### src/rtl/stream_demux.sv
// 1-to-NUM_CH valid/ready stream demultiplexer with a one-entry register per channel,
// broadcast mode, and a saturating counter for words whose select is out of range.
module stream_demux #(
  parameter int DATA_W = 8,
  parameter int NUM_CH = 8,
  parameter int SEL_W  = 4,
  parameter int CNT_W  = 8
) (
  input  logic                     clk,
  input  logic                     rst_n,
  input  logic                     in_valid,
  output logic                     in_ready,
  input  logic [DATA_W-1:0]        in_data,
  input  logic [SEL_W-1:0]         in_sel,
  input  logic                     in_bcast,
  output logic [NUM_CH-1:0]        out_valid,
  input  logic [NUM_CH-1:0]        out_ready,
  output logic [NUM_CH*DATA_W-1:0] out_data,
  output logic [CNT_W-1:0]         drop_cnt,
  output logic                     drop_pulse
);

  logic [NUM_CH-1:0] free;
  logic [NUM_CH-1:0] sel_hit;
  logic [NUM_CH-1:0] load;
  logic              sel_ok;
  logic              accept;
  logic              drop;

  // A channel can take a word if it is empty now or its consumer drains it this cycle.
  assign free = ~out_valid | out_ready;

  for (genvar g = 0; g < NUM_CH; g++) begin : g_ch
    assign sel_hit[g] = (in_sel == SEL_W'(g));
  end

  // No channel matches when the select is at or beyond NUM_CH.
  assign sel_ok = |sel_hit;

  always_comb begin
    // NOTE: default assignment first so every path drives in_ready and no latch is inferred.
    in_ready = 1'b1;
    if (in_bcast)    in_ready = &free;
    else if (sel_ok) in_ready = |(sel_hit & free);
  end

  assign accept = in_valid & in_ready;
  assign drop   = accept & ~in_bcast & ~sel_ok;
  assign load   = {NUM_CH{accept}} & ({NUM_CH{in_bcast}} | sel_hit);

  // NOTE: the channel data registers are reset too, because out_data must read zero
  // during and after reset rather than stale contents.
  always_ff @(posedge clk or negedge rst_n) begin
    if (!rst_n) begin
      out_valid  <= '0;
      out_data   <= '0;
      drop_cnt   <= '0;
      drop_pulse <= 1'b0;
    end else begin
      // NOTE: non-blocking assignments keep every register update based on pre-edge values.
      drop_pulse <= drop;
      if (drop && drop_cnt != '1) drop_cnt <= drop_cnt + CNT_W'(1);
      for (int i = 0; i < NUM_CH; i++) begin
        if (load[i]) begin
          out_valid[i]                  <= 1'b1;
          out_data[i*DATA_W +: DATA_W] <= in_data;
        end else if (out_ready[i]) begin
          out_valid[i] <= 1'b0;
        end
      end
    end
  end

endmodule

### config.mk
export PLATFORM = sky130hd
export DESIGN_NAME = stream_demux
export DESIGN_NICKNAME = d
export VERILOG_FILES = /design/src/rtl/stream_demux.sv
export SDC_FILE = /design/constraint.sdc
export NUM_CORES = 1
export LEC_CHECK = 0
export CORE_AREA = 2 2 101 103
export CTS_CLUSTER_SIZE = 40
export DETAILED_ROUTE_END_ITERATION = 8
export DIE_AREA = 0 0 103 105
export SLEW_MARGIN = 20
export SYNTH_ARGS = -nofsm -noshare
export SYNTH_HDL_FRONTEND = slang
export SYNTH_SLANG_ARGS = --single-unit
export TNS_END_PERCENT = 100
### constraint.sdc
create_clock -name clk -period 2.87 [get_ports clk]
set_input_delay 0.574 -clock clk [delete_from_list [all_inputs] [get_ports clk]]
set_output_delay 0.574 -clock clk [all_outputs]
set_load 0.005 [all_outputs]
* Word-level counts from Yosys, hierarchy flattened *
Cells that the tools add are included.

word-level totals
  register bits = 81
  bits of input ports = 24
  output and inout bits = 82
  logic and storage cells = 68

operators by class
  $add $sub $neg = 1
  eq/ne operators = 8
  multiplexer cells = 18
  bitwise logic cells = 10
  reduce and logical (&&, ||, !) cells = 13

operator list
  cell                                            count
  two-way mux 1 bit                               18
  AND 8 bit                                       2
  == test 4 x 3 -> 1 bit (second input constant)  4
  bitwise OR 8 bit                                2
  nonzero test 2 bit                              8
  OR reduction 8 bit                              2
  adder 8 x 1 -> 8 bit (second input constant)    1
  == test 4 x 2 -> 1 bit (second input constant)  2
  inequality test 8 bit (second input constant)   1
  inverter 8 bit                                  1
  AND reduction 8 bit                             1
  == test 4 x 1 -> 1 bit (second input constant)  1
  zero test 4 bit                                 1
  AND 1 bit                                       3
  inverter 1 bit                                  2
  logical AND 1 bit                               1

* Logic depth before layout (Yosys ltp) *
Gate-level depths: netlist of run 1.

  depth after elaboration = 10
  mapped depth = 8
  depth with buffers taken out = 6

* Worst setup path before layout of run 1 *
No wires, ideal clock.

  path kind = input to output
  start point = input port in_sel[0]
  end point = output port in_ready
  arrival time = 1.908 ns
  required time = 2.296 ns
  slack = 0.388 ns
  cell stages on the path = 7
  path buffers = 2
  cells stage by stage = buf_2 > and3_1 > a22oi_1 > nand4_1 > o31ai_4 > buf_6 > inv_1

between the ends
  cells in the longest elaborated chain, start to end = 5
  elaborated cells on any way between the ends = 13
  classes of those cells = eq/ne (7); mux (2); bitwise (1); reduce/logical (3)

ends and longest elaborated chain
  what                                            line  source
  from (decl)                                     14    input logic [SEL_W-1:0] in_sel,
  == test 4 x 1 -> 1 bit (tied with other cells)  34    assign sel_hit[g] = (in_sel == SEL_W'(g));
  AND 8 bit                                       44    else if (sel_ok) in_ready = |(sel_hit & free);
  OR reduction 8 bit                              44
  two-way mux 1 bit (*)                           44
  two-way mux 1 bit (*)                           43    if (in_bcast) in_ready = &free;
  to (decl)                                       12    output logic in_ready,

Every way passes the cells marked *; elsewhere a longest branch is shown, timed or not.

* Worst setup path in the final report of run 1 *
  start point = input port out_ready[3]
  end point = output port in_ready

between the ends
  cells in the longest elaborated chain, start to end = 5
  elaborated cells on any way between the ends = 6
  classes of those cells = mux (2); bitwise (2); reduce/logical (2)

ends and longest elaborated chain
  what                   line  source
  from (decl)            17    input logic [NUM_CH-1:0] out_ready,
  bitwise OR 8 bit (*)   31    assign free = ~out_valid | out_ready;
  AND 8 bit              44
  OR reduction 8 bit     44
  two-way mux 1 bit      44
  two-way mux 1 bit (*)  43

Marked as above.

==> impl_table.tex, run 1 <==
\begin{tabular}{lr}
\hline
Metric & Value \\
\hline
\multicolumn{2}{l}{\textbf{Floorplanning}} \\
\quad Total die area & 10800 sq um \\
\quad Die X & 103 microns \\
\quad Core area & 9640 sq um \\
\quad Row count & 36 \\
\quad Boundary pin count & 106 \\
\quad Starting Density & 0.348 \\
\quad Height of the chip & about 110 microns \\
\multicolumn{2}{l}{\textbf{Timing}} \\
\quad Measured slew at the worst slew-check pin & 549 ps \\
\quad Number of slew-limit violations in the final report & 0 \\
\quad Clock Skews & 14.0 ps \\
\quad Setup repair after global routing missed its margin & false \\
\quad Final Hold Violating Endpoints & 0 \\
\quad Tmin final & 2510 ps \\
\quad Share of the cycle needed by the critical path after routing & 0.875 \\
\quad Relative slew slack & 0.634 \\
\quad Count of endpoints failing setup in the final report & 0 \\
\quad Fmax & roughly 400 MHz \\
\multicolumn{2}{l}{\textbf{Setup path}} \\
\quad CP Data Required Time & 2300 ps \\
\quad Register-to-register path setup slack & 760 ps \\
\quad Element type at the critical path start & primary input \\
\quad WS Path Type & primary input to output port \\
\quad Critical path, cell by cell & clkdlybuf4s50\_1 -> nand2b\_1 -> a32oi\_1 -> nand4\_1 -> o31ai\_4 -> inv\_1 -> dlymetal6s2s\_1 \\
\quad Crit path capture type & output port \\
\quad Launch point of the worst reg-to-reg path & out\_valid[4]\$\_DFFE\_PN0P\_ \\
\quad Top Family by Delay on Critical Path & buffers and inverters \\
\quad Worst Setup SP & out\_ready[3] \\
\quad R2R depth & 9 \\
\quad Data arrival time of the critical path & 1940 ps \\
\quad Count of buffering cells on the critical path with inverters included & 3 \\
\quad Critical path's slowest cell & sky130\_fd\_sc\_hd\_\_clkdlybuf4s50\_1 \\
\quad Max stage delay on crit path & 390 ps \\
\quad End of the worst register-to-register path & out\_data[62]\$\_DFFE\_PN0P\_ \\
\quad Critical-path maximum fanout & 3 \\
\multicolumn{2}{l}{\textbf{Detailed routing}} \\
\quad DR pass1 iterations & 4 \\
\quad Routed wire per std cell & 17.0 microns \\
\quad Drt total wl & 8.59 mm \\
\quad Final routed DRC violation total & 0 \\
\quad Total via count in the routed design & approximately 2400 \\
\quad First DRT Iteration DRCs & 63 \\
\quad Vias per inst & about 4.8 \\
\quad Post-route antenna net violation count & 0 \\
\multicolumn{2}{l}{\textbf{Finish}} \\
\quad Final instance count without filler cells & between 500 and 600 \\
\quad Net count of the finished layout & 393 \\
\quad Number of diodes & 0 \\
\quad Commonest non-fill, non-tap cell in the layout & sky130\_fd\_sc\_hd\_\_clkdlybuf4s50\_1 \\
\quad Fraction of layout instances using a drive strength above 1 & 0.338 \\
\quad Commonest cells after routing, fill and taps aside & 99 x sky130\_fd\_sc\_hd\_\_clkdlybuf4s50\_1, 81 x sky130\_fd\_sc\_hd\_\_dfrtp\_1, 57 x sky130\_fd\_sc\_hd\_\_mux2\_2, 18 x sky130\_fd\_sc\_hd\_\_buf\_4, 14 x sky130\_fd\_sc\_hd\_\_o21ai\_0 \\
\quad Relative area change from synthesis to final layout & 51.2\% \\
\quad FILL cells & 885 \\
\multicolumn{2}{l}{\textbf{Global route}} \\
\quad GRT Util Overall & 0.165 \\
\quad Largest net degree at the start of global routing & 44 \\
\quad Antenna violations before repair & 0 \\
\quad Congestion Overflow GR & 0 \\
\quad Wire length of the first global-routing pass & 13.5 mm \\
\quad Number of global-route vias before repair & approximately 2500 \\
\multicolumn{2}{l}{\textbf{Clock network}} \\
\quad Inserted Clock Buffers & 9 \\
\quad H-tree depth & 3 \\
\quad CTS tree & yes \\
\quad TritonCTS Sinks & 81 \\
\quad Clock slew at reported path FFs & 90 ps \\
\quad Worst-skew pair later-pin latency & 350 ps \\
\quad Clock root buffer & sky130\_fd\_sc\_hd\_\_clkbuf\_8 \\
\quad Clk buf depth & 2 \\
\quad Post-CTS setup repair buffer count & 0 \\
\multicolumn{2}{l}{\textbf{Place}} \\
\quad IO buf count & $\sim$110 \\
\quad GPL Wtd Cong & approximately 0.8 \\
\quad Number of cells after detailed placement & 490 \\
\quad Sum of net half-perimeters after detailed placement & between 6 and 7 mm \\
\multicolumn{2}{l}{\textbf{Synth}} \\
\quad Sequential area share after synthesis & 0.604 \\
\quad Flip-flop and latch count after synthesis & between 80 and 90 \\
\quad Library cell with the largest summed area after synthesis & sky130\_fd\_sc\_hd\_\_dfrtp\_1 \\
\quad Warnings, synthesis & 0 \\
\quad Fraction of post-synthesis cell area in the top cell type by area & 0.604 \\
\quad Total standard cell area after synthesis & approximately 3400 sq um \\
\quad Distinct cell type count of the synthesized netlist & 33 \\
\quad Synth Area per Inst & between 10 and 15 sq um \\
\quad Synth area leaders & sky130\_fd\_sc\_hd\_\_dfrtp\_1 60\%, sky130\_fd\_sc\_hd\_\_mux2\_2 19\%, sky130\_fd\_sc\_hd\_\_mux2\_4 3.6\% \\
\quad Post-Syn Instances & 234 \\
\quad Post-synthesis net count & 259 \\
\multicolumn{2}{l}{\textbf{Power and ir drop}} \\
\quad Power density of the placed cells & $\sim$720 nW/um\^{}2 \\
\quad Power consumption & 3.64 mW \\
\quad Peak supply drop & $\sim$0.37 mV \\
\quad Leakage power figure & $\sim$2.1 nW \\
\multicolumn{2}{l}{\textbf{Flow run}} \\
\quad Number of maximum-capacitance violations & 0 \\
\multicolumn{2}{l}{\textbf{Worst hold path}} \\
\quad Class of the worst hold path & primary input to asynchronous set/reset pin \\
\multicolumn{2}{l}{\textbf{Run status}} \\
\quad Result of the run & finished, final reports clean \\
\hline
\end{tabular}
worst reg2reg max path, delay by kind of cell, from the launching register on:
kind                   cells  cell delay [ps]
AO/OA/AOI/OAI              2              290
multiplexers               1              330
AND/OR/NAND/NOR            3              420
flip-flops                 1              430
buffers and inverters      3              510
what timing repair did:
action	in CTS	in global routing
hold buffers	0	0
gates resized for setup	6	11
pin swaps	1	4
endpoints found under the setup margin	1	1
hold endpoints to repair	0	0
Yosys cell counts:
cell and count:
sky130_fd_sc_hd__dfrtp_1 81, sky130_fd_sc_hd__mux2_2 57, sky130_fd_sc_hd__o21ai_0 14, sky130_fd_sc_hd__nand2b_1 10, sky130_fd_sc_hd__mux2_4 8, sky130_fd_sc_hd__nand2_1 6, sky130_fd_sc_hd__nor2_2 6, sky130_fd_sc_hd__nor2_1 5
sky130_fd_sc_hd__nand4_1 4, sky130_fd_sc_hd__inv_1 3, sky130_fd_sc_hd__nand3_1 3, sky130_fd_sc_hd__nor3_1 3, sky130_fd_sc_hd__xnor2_1 3, sky130_fd_sc_hd__xor2_1 3, sky130_fd_sc_hd__a22oi_1 2, sky130_fd_sc_hd__a31oi_1 2
sky130_fd_sc_hd__and3_1 2, sky130_fd_sc_hd__buf_2 2, sky130_fd_sc_hd__buf_6 2, sky130_fd_sc_hd__nor2b_1 2, sky130_fd_sc_hd__nor3b_1 2, sky130_fd_sc_hd__o21a_1 2, sky130_fd_sc_hd__o31ai_1 2, sky130_fd_sc_hd__a32oi_1 1
sky130_fd_sc_hd__clkbuf_1 1, sky130_fd_sc_hd__ha_1 1, sky130_fd_sc_hd__nand3b_1 1, sky130_fd_sc_hd__nor2_4 1, sky130_fd_sc_hd__nor3_4 1, sky130_fd_sc_hd__nor4_1 1, sky130_fd_sc_hd__nor4b_1 1, sky130_fd_sc_hd__nor4bb_1 1
sky130_fd_sc_hd__o31ai_4 1
through the flow:
stage               TNS, ps  worst slack [ps]  hold slack, ps  utilization  instance area [sq um]
floorplan                 0               388             278            -                   3360
global placement       -234             -89.8             478        0.496                   4780
detailed placement    -1240              -132             482        0.496                   4780
CTS                       0             0.527             210        0.519                   5000
global route              0               252             223        0.526                   5070
finish                    0               358             192        0.526                   5070
cell type report:
| class | instances | area, sq um | share of cell area |
|---|---|---|---|
| flip-flops and latches | 81 | 2030 | 0.400 |
| multi-input cells | 145 | 1360 | 0.268 |
| repair buffers | 128 | 1290 | 0.255 |
| well taps | 133 | 166 | 0.0328 |
| clock buffers | 10 | 138 | 0.0271 |
| clock inverters | 6 | 75.1 | 0.0148 |
| inverters | 3 | 11.3 | 0.00222 |
worst max-delay path by stage:
stage                to  cells after the start  slack [ps]
2_1_floorplan  in_ready                      7         390
3_3_place_gp   in_ready                      7         -90
3_5_place_dp   in_ready                      7        -130
4_1_cts        in_ready                      7         0.5
5_1_grt        in_ready                      8         250
6_report       in_ready                      7         360
cells by family (layout without fill, tap and decap cells):
logic type,count (synthesis),count (layout),share of synthesized area
flip-flops,81,81,0.604
multiplexers,65,65,0.227
AND/OR/NAND/NOR,49,49,0.0884
AO/OA/AOI/OAI,24,24,0.0470
buffers and inverters,8,147,0.0142
XOR/XNOR,6,6,0.0157
adder cells (fa/ha/maj),1,1,0.00373
per-layer routing:
layer,track usage,vias to the layer above,wire length [microns]
li1,-,1104,-
met1,0.219,1223,3720
met2,0.259,82,4300
met3,0.0388,13,462
met4,0.0658,0,114
met5,0,-,0
state kept, by name, indices dropped and copies added (netlist names):
signal      flops
drop_pulse      1
out_valid       8
out_data       64
drop_cnt        8
report_power, final:
group	internal (mW)	total (mW)	switching, mW
combinational	0.801	1.16	0.363
clock	0.436	0.868	0.432
sequential	1.43	1.61	0.183
total	2.66	3.64	0.978
(Power assumes the default switching activity.)
==> run 2: changes to the inputs <==
--- a/config.mk
+++ b/config.mk
@@ -9,6 +9,7 @@
 export CTS_CLUSTER_SIZE = 40
 export DETAILED_ROUTE_END_ITERATION = 8
 export DIE_AREA = 0 0 103 105
+export DONT_BUFFER_PORTS = 1
 export SLEW_MARGIN = 20
 export SYNTH_ARGS = -nofsm -noshare
 export SYNTH_HDL_FRONTEND = slang
==> run 2 against run 1 <==
Compared with the run above: clock power is 0.5% higher; wire length fell by 8.9%; final area shrank 25%; non-clock buffer count down 118; register-to-register slack worse by 190 ps; setup slack better by 82 ps.
==> impl_table.tex, run 2 (synthesis results as in run 1) <==
\begin{tabular}{lr}
\hline
Metric & Value \\
\hline
\multicolumn{2}{l}{\textbf{Run status}} \\
\quad Result of the run & finished, final reports clean \\
\multicolumn{2}{l}{\textbf{Finish}} \\
\quad Relative area change from synthesis to final layout & 12.9\% \\
\quad Register with the most flip-flops & out\_data \\
\quad FILL cells & 951 (+7.5\%) \\
\quad Commonest cells after routing, fill and taps aside & 81 x sky130\_fd\_sc\_hd\_\_dfrtp\_1, 57 x sky130\_fd\_sc\_hd\_\_mux2\_2, 14 x sky130\_fd\_sc\_hd\_\_o21ai\_0, 10 x sky130\_fd\_sc\_hd\_\_nand2b\_1 \\
\quad Flip-flop count of the largest register after layout & 64 (unchanged) \\
\quad Fraction of layout instances using a drive strength above 1 & 0.392 (+0.0544) \\
\quad Commonest non-fill, non-tap cell in the layout & sky130\_fd\_sc\_hd\_\_dfrtp\_1 \\
\quad Largest registers in the final layout & out\_data (64), drop\_cnt (8), out\_valid (8) \\
\quad Number of diodes & 0 (unchanged) \\
\quad Net count of the finished layout & 275 (-30\%) \\
\multicolumn{2}{l}{\textbf{Floorplanning}} \\
\quad Core area & 9640 sq um (unchanged) \\
\quad Total die area & 10800 sq um (unchanged) \\
\quad Die X & 103 microns (unchanged) \\
\quad Row count & 36 (unchanged) \\
\quad Boundary pin count & 106 (unchanged) \\
\quad Height of the chip & 105 microns (unchanged) \\
\quad Starting Density & 0.348 (unchanged) \\
\multicolumn{2}{l}{\textbf{Setup path}} \\
\quad Crit path capture type & output port \\
\quad WS Path Type & flop to output port \\
\quad Worst path depth & 6 (-1) \\
\quad Count of buffering cells on the critical path with inverters included & 2 (-1) \\
\quad Data arrival time of the critical path & 1860 ps (-80 ps) \\
\quad Top Family by Delay on Critical Path & compound AO/OA/AOI/OAI gates \\
\quad Max stage delay on crit path & 380 ps (about the same) \\
\quad Critical path's slowest cell & sky130\_fd\_sc\_hd\_\_dfrtp\_1 \\
\quad R2R depth & 7 (-2) \\
\quad CP Data Required Time & 2300 ps (about the same) \\
\quad Critical path, cell by cell & nand2b\_1 -> a32oi\_1 -> nand4\_1 -> o31ai\_4 -> buf\_4 -> inv\_1 \\
\quad Element type at the critical path start & flop \\
\quad Critical-path maximum fanout & 17 (+14) \\
\multicolumn{2}{l}{\textbf{Clock network}} \\
\quad Inserted Clock Buffers & 9 (unchanged) \\
\quad TritonCTS Sinks & 81 (unchanged) \\
\quad Clock root buffer & sky130\_fd\_sc\_hd\_\_clkbuf\_8 \\
\quad Clk buf depth & 2 (unchanged) \\
\quad CTS tree & yes \\
\quad Worst-skew pair later-pin latency & 350 ps (about the same) \\
\quad H-tree depth & 3 (unchanged) \\
\quad Clock slew at reported path FFs & 90 ps (about the same) \\
\quad Quantity of gates resized following cts & 0 (-6) \\
\multicolumn{2}{l}{\textbf{Global route}} \\
\quad Antenna violations before repair & 0 (unchanged) \\
\quad Wire length of the first global-routing pass & 12.4 mm (-8.1\%) \\
\quad Congestion Overflow GR & 0 (unchanged) \\
\quad Number of global-route vias before repair & 2068 (-18\%) \\
\quad Largest net degree at the start of global routing & 82 (+86\%) \\
\quad GRT Util Overall & 0.153 (-0.0122) \\
\multicolumn{2}{l}{\textbf{Power and ir drop}} \\
\quad Power consumption & 3.00 mW (-18\%) \\
\quad Power density of the placed cells & 792 nW/um\^{}2 (+10\%) \\
\quad Peak supply drop & 0.253 mV (-31\%) \\
\quad Leakage power figure & 1.58 nW (-26\%) \\
\multicolumn{2}{l}{\textbf{Place}} \\
\quad GPL Wtd Cong & 0.773 (-4.6\%) \\
\quad Pre-CTS worst setup slack & 367 ps (+499 ps) \\
\quad Sum of net half-perimeters after detailed placement & 5.42 mm (-10\%) \\
\quad IO buf count & 0 (-100\%) \\
\multicolumn{2}{l}{\textbf{Detailed routing}} \\
\quad Total via count in the routed design & 1908 (-21\%) \\
\quad Routed wire per std cell & 20.2 microns (+19\%) \\
\quad Final routed DRC violation total & 0 (unchanged) \\
\quad Post-route antenna net violation count & 0 (unchanged) \\
\quad First DRT Iteration DRCs & 86 (+37\%) \\
\quad Drt total wl & 7.83 mm (-8.9\%) \\
\quad Vias per inst & 4.92 (+2.7\%) \\
\quad DR pass1 iterations & 4 (unchanged) \\
\multicolumn{2}{l}{\textbf{Timing}} \\
\quad Count of endpoints failing setup in the final report & 0 (unchanged) \\
\quad Fmax & 412 MHz (+3.4\%) \\
\quad Clock Skews & 6.27 ps (-7.73 ps) \\
\quad Setup TNS & 0 ps (unchanged) \\
\quad Final Hold Violating Endpoints & 0 (unchanged) \\
\quad Share of the cycle needed by the critical path after routing & 0.847 (-0.0287) \\
\quad Relative slew slack & 0.682 (+0.0474) \\
\quad Measured slew at the worst slew-check pin & 477 ps (-71.7 ps) \\
\quad Slack of the critical path & 440 ps (+82.3 ps) \\
\quad Tmin final & 2430 ps (-82.3 ps) \\
\quad Number of slew-limit violations in the final report & 0 (unchanged) \\
\quad Setup repair after global routing missed its margin & false \\
\multicolumn{2}{l}{\textbf{Flow run}} \\
\quad Number of maximum-capacitance violations & 0 (unchanged) \\
\multicolumn{2}{l}{\textbf{Worst hold path}} \\
\quad Class of the worst hold path & primary input to asynchronous set/reset pin \\
\hline
\end{tabular}
## run 2: cell types whose count changed in the layout (fill, tap and decap cells not counted), sizes merged, moves of 3 or more
cell           previous run  this run
clkdlybuf4s50            99         0
buf                      24        10
dlygate4sd2               4         0
clkinv                    3         0
inv                       4         7
## run 2: path summary, 6_finish.rpt
kind	from	endpoint	slack, ps
worst max-delay path	out_valid[6]$_DFFE_PN0P_	in_ready	440
worst max register to register	out_valid[5]$_DFFE_PN0P_	out_data[16]$_DFFE_PN0P_	570
min in group clk	in_bcast	drop_pulse$_DFF_PN0_	300
worst min register to register	drop_cnt[5]$_DFFE_PN0P_	drop_cnt[5]$_DFFE_PN0P_	530
worst min-delay path	rst_n	out_data[51]$_DFFE_PN0P_	110
max in group asynchronous	rst_n	out_data[21]$_DFFE_PN0P_	2430
## run 2: layout make-up
cell class | count | area, sq um | share of cell area
inverters | 3 | 11.3 | 0.00297
clock inverters | 7 | 82.6 | 0.0218
clock buffers | 9 | 124 | 0.0327
flip-flops and latches | 81 | 2030 | 0.535
multi-input cells | 145 | 1280 | 0.338
repair buffers | 10 | 95.1 | 0.0251
well taps | 133 | 166 | 0.0439
## run 2: per-layer routing
metal  vias to the layer above  share of wire  GRT usage
met2                        64           0.49      0.239
met1                       973           0.42      0.199
met5                         -              0          0
li1                        866              -          -
met3                         5          0.081     0.0562
met4                         0         0.0089     0.0423
## run 2: timing repair
item                      in CTS  in global routing
hold endpoints to repair      81                  0
hold buffers                   1                  0
setup buffers                  0                  0
## run 2: metrics by stage
| step | instance area, sq um | util | hold slack [ps] | cells |
|---|---|---|---|---|
| floorplan | 3360 | - | 278 | 234 |
| global placement | 3550 | 0.369 | 280 | 371 |
| detailed placement | 3550 | 0.369 | 281 | 371 |
| CTS | 3790 | 0.393 | 117 | 388 |
| global route | 3790 | 0.393 | 131 | 388 |
| finish | 3790 | 0.393 | 110 | 388 |
## run 2: where the power goes
part | internal (mW) | switching (mW)
clock network | 0.417 | 0.455
logic | 0.272 | 0.164
registers | 1.43 | 0.262
total | 2.12 | 0.881
==> run 3: changes to the inputs <==
==> constraint.sdc (replaced) <==
create_clock -name clk -period 2.2 [get_ports clk]
set_input_delay 0.44 -clock clk [delete_from_list [all_inputs] [get_ports clk]]
set_output_delay 0.44 -clock clk [all_outputs]
set_load 0.005 [all_outputs]
==> run 3 against run 2 <==
Compared with the run above: the flow now finishes with violations (negative hold slack); final area is 5.3% higher; sequential cell count unchanged; largest power group unchanged; wire length is 4.9% higher; clock-buffer cell count up 2.
==> impl_table.tex, run 3 (synthesis results as in run 1) <==
\begin{tabular}{lr}
\hline
Metric & Value \\
\hline
\multicolumn{2}{l}{\textbf{Run status}} \\
\quad Result of the run & finished with violations \\
\quad Failing checks & negative hold slack \\
\multicolumn{2}{l}{\textbf{Timing}} \\
\quad Slack of the critical path & 10.8 ps (-430 ps) \\
\quad Fmax & 457 MHz \\
\quad Count of endpoints failing setup in the final report & 0 (unchanged) \\
\quad Measured slew at the worst slew-check pin & 515 ps (+38.4 ps) \\
\quad Number of slew-limit violations in the final report & 0 (unchanged) \\
\quad Relative slew slack & 0.653 (-0.0284) \\
\quad Smallest hold slack & -227 ps (-337 ps) \\
\quad Share of the cycle needed by the critical path after routing & 0.995 \\
\quad Final Hold Violating Endpoints & 81 (+81) \\
\quad Clock Skews & 9.08 ps (+2.81 ps) \\
\quad Setup repair after global routing missed its margin & true \\
\quad Tmin final & 2190 ps \\
\multicolumn{2}{l}{\textbf{Floorplanning}} \\
\quad Height of the chip & 105 microns (unchanged) \\
\quad Boundary pin count & 106 (unchanged) \\
\quad Total die area & 10800 sq um (unchanged) \\
\quad Die X & 103 microns (unchanged) \\
\quad Row count & 36 (unchanged) \\
\quad Core area & 9640 sq um (unchanged) \\
\quad Starting Density & 0.348 (unchanged) \\
\multicolumn{2}{l}{\textbf{Global route}} \\
\quad Wire length of the first global-routing pass & 12.6 mm (+1.7\%) \\
\quad Largest net degree at the start of global routing & 82 (unchanged) \\
\quad Congestion Overflow GR & 0 (unchanged) \\
\quad Number of global-route vias before repair & 2156 (+4.3\%) \\
\quad Antenna violations before repair & 0 (unchanged) \\
\quad GRT Util Overall & 0.157 (+0.00365) \\
\multicolumn{2}{l}{\textbf{Clock network}} \\
\quad CTS tree & yes \\
\quad H-tree depth & 3 (unchanged) \\
\quad Clock root buffer & sky130\_fd\_sc\_hd\_\_clkbuf\_8 \\
\quad TritonCTS Sinks & 81 (unchanged) \\
\quad Clock slew at reported path FFs & 90 ps (about the same) \\
\quad Clk buf depth & 2 (unchanged) \\
\quad Inserted Clock Buffers & 9 (unchanged) \\
\quad Worst-skew pair later-pin latency & 350 ps (about the same) \\
\multicolumn{2}{l}{\textbf{Finish}} \\
\quad Fraction of layout instances using a drive strength above 1 & 0.437 (+0.0444) \\
\quad Number of diodes & 0 (unchanged) \\
\quad Relative area change from synthesis to final layout & 18.8\% \\
\quad Largest registers in the final layout & out\_data (64), drop\_cnt (8), out\_valid (8) \\
\quad Flip-flop count of the largest register after layout & 64 (unchanged) \\
\quad Flip-flop and latch area & 2030 sq um (unchanged) \\
\quad Footprint of the multi-input gates & 1340 sq um (+4.4\%) \\
\quad Commonest non-fill, non-tap cell in the layout & sky130\_fd\_sc\_hd\_\_dfrtp\_1 \\
\quad Commonest cells after routing, fill and taps aside & 81 x sky130\_fd\_sc\_hd\_\_dfrtp\_1, 57 x sky130\_fd\_sc\_hd\_\_mux2\_2, 17 x sky130\_fd\_sc\_hd\_\_buf\_4, 14 x sky130\_fd\_sc\_hd\_\_o21ai\_0 \\
\quad Register with the most flip-flops & out\_data \\
\quad FILL cells & 933 (-1.9\%) \\
\quad Net count of the finished layout & 288 (+4.7\%) \\
\multicolumn{2}{l}{\textbf{Detailed routing}} \\
\quad Routed wire per std cell & 20.5 microns (+1.5\%) \\
\quad Drt total wl & 8.22 mm (+4.9\%) \\
\quad Post-route antenna net violation count & 0 (unchanged) \\
\quad DR pass1 iterations & 5 (+1) \\
\quad Final routed DRC violation total & 0 (unchanged) \\
\quad Vias per inst & 5.13 (+4.3\%) \\
\quad First DRT Iteration DRCs & 75 (-13\%) \\
\quad Total via count in the routed design & 2057 (+7.8\%) \\
\multicolumn{2}{l}{\textbf{Flow run}} \\
\quad Number of maximum-capacitance violations & 0 (unchanged) \\
\multicolumn{2}{l}{\textbf{Setup path}} \\
\quad End of the worst register-to-register path & out\_data[9]\$\_DFFE\_PN0P\_ \\
\quad Launch point of the worst reg-to-reg path & out\_valid[6]\$\_DFFE\_PN0P\_ \\
\quad CP Data Required Time & 1760 ps (-540 ps) \\
\quad Crit path capture type & output port \\
\quad Critical-path maximum fanout & 5 (-12) \\
\quad R2R depth & 9 (+2) \\
\quad WS Path Type & flop to output port \\
\quad Register-to-register path setup slack & 60 ps (-510 ps) \\
\quad Data arrival time of the critical path & 1750 ps (-110 ps) \\
\quad Element type at the critical path start & flop \\
\multicolumn{2}{l}{\textbf{Power and ir drop}} \\
\quad Peak supply drop & 0.323 mV (+28\%) \\
\quad Leakage power figure & 1.67 nW (+5.6\%) \\
\quad Power density of the placed cells & 994 nW/um\^{}2 (+26\%) \\
\multicolumn{2}{l}{\textbf{Place}} \\
\quad IO buf count & 0 (unchanged) \\
\quad GPL Wtd Cong & 0.751 (-2.9\%) \\
\quad Pre-CTS worst setup slack & -59.9 ps (-427 ps) \\
\quad Sum of net half-perimeters after detailed placement & 5.62 mm (+3.6\%) \\
\multicolumn{2}{l}{\textbf{Worst hold path}} \\
\quad Class of the worst hold path & primary input to asynchronous set/reset pin \\
\hline
\end{tabular}
[run 3: timing repair]
item | 4_1_cts | 5_1_grt
endpoints found under the hold margin | 81 | 81
endpoints found under the setup margin | 2 | 37
gates cloned | 0 | 0
setup buffers | 3 | 2
gates resized for setup | 2 | 6
pin swaps | 2 | 6
[run 3: how the worst max path moves through the flow]
stage,from,end,slack [ps],cells past startpoint
finish,out_valid[6]$_DFFE_PN0P_,in_ready,10,6
global route,out_valid[6]$_DFFE_PN0P_,in_ready,-80,6
CTS,out_valid[6]$_DFFE_PN0P_,in_ready,4,6
detailed placement,out_ready[4],out_data[61]$_DFFE_PN0P_,-60,8
global placement,out_ready[4],out_data[41]$_DFFE_PN0P_,-60,7
floorplan,in_sel[1],out_data[40]$_DFFE_PN0P_,-20,8
[run 3: area by class of cell]
type,count,area share
multi-input cells,145,0.336
inverters,3,0.00282
well taps,133,0.0417
flip-flops and latches,81,0.508
clock inverters,5,0.0160
clock buffers,11,0.0355
repair buffers,23,0.0599
[run 3: where the power goes]
part / total, mW / internal (mW) / leakage (nW) / switching, mW
clock: 1.12 / 0.564 / 0.0937 / 0.558
sequential: 2.20 / 1.86 / 0.976 / 0.342
combinational: 0.635 / 0.413 / 0.604 / 0.221
total: 3.96 / 2.84 / 1.67 / 1.12
[run 3: per-stage QoR]
step | cell area (sq um) | util | TNS [ps] | cells | total power [mW]
floorplan | 3400 | - | -149 | 234 | 2.61
global placement | 3690 | 0.383 | -846 | 380 | 2.82
global route | 3990 | 0.414 | -783 | 401 | 4.17
finish | 3990 | 0.414 | 0 | 401 | 3.96
detailed placement | 3690 | 0.383 | -1420 | 380 | 2.85
CTS | 3940 | 0.409 | 0 | 399 | 4.01
[run 3: per-layer routing]
layer | GRT usage | wire length, microns
met1 | 0.195 | 3410
met2 | 0.251 | 4030
met3 | 0.0515 | 620
met4 | 0.0583 | 155
met5 | 0 | 0
[run 3: worst max-delay path, stage by stage, from the launching register on]
cell and delay [ps]:
sky130_fd_sc_hd__dfrtp_1 350, sky130_fd_sc_hd__nand2b_1 110, sky130_fd_sc_hd__a32oi_1 200, sky130_fd_sc_hd__nand4_1 170, sky130_fd_sc_hd__o31ai_4 350, sky130_fd_sc_hd__buf_6 180, sky130_fd_sc_hd__inv_2 40
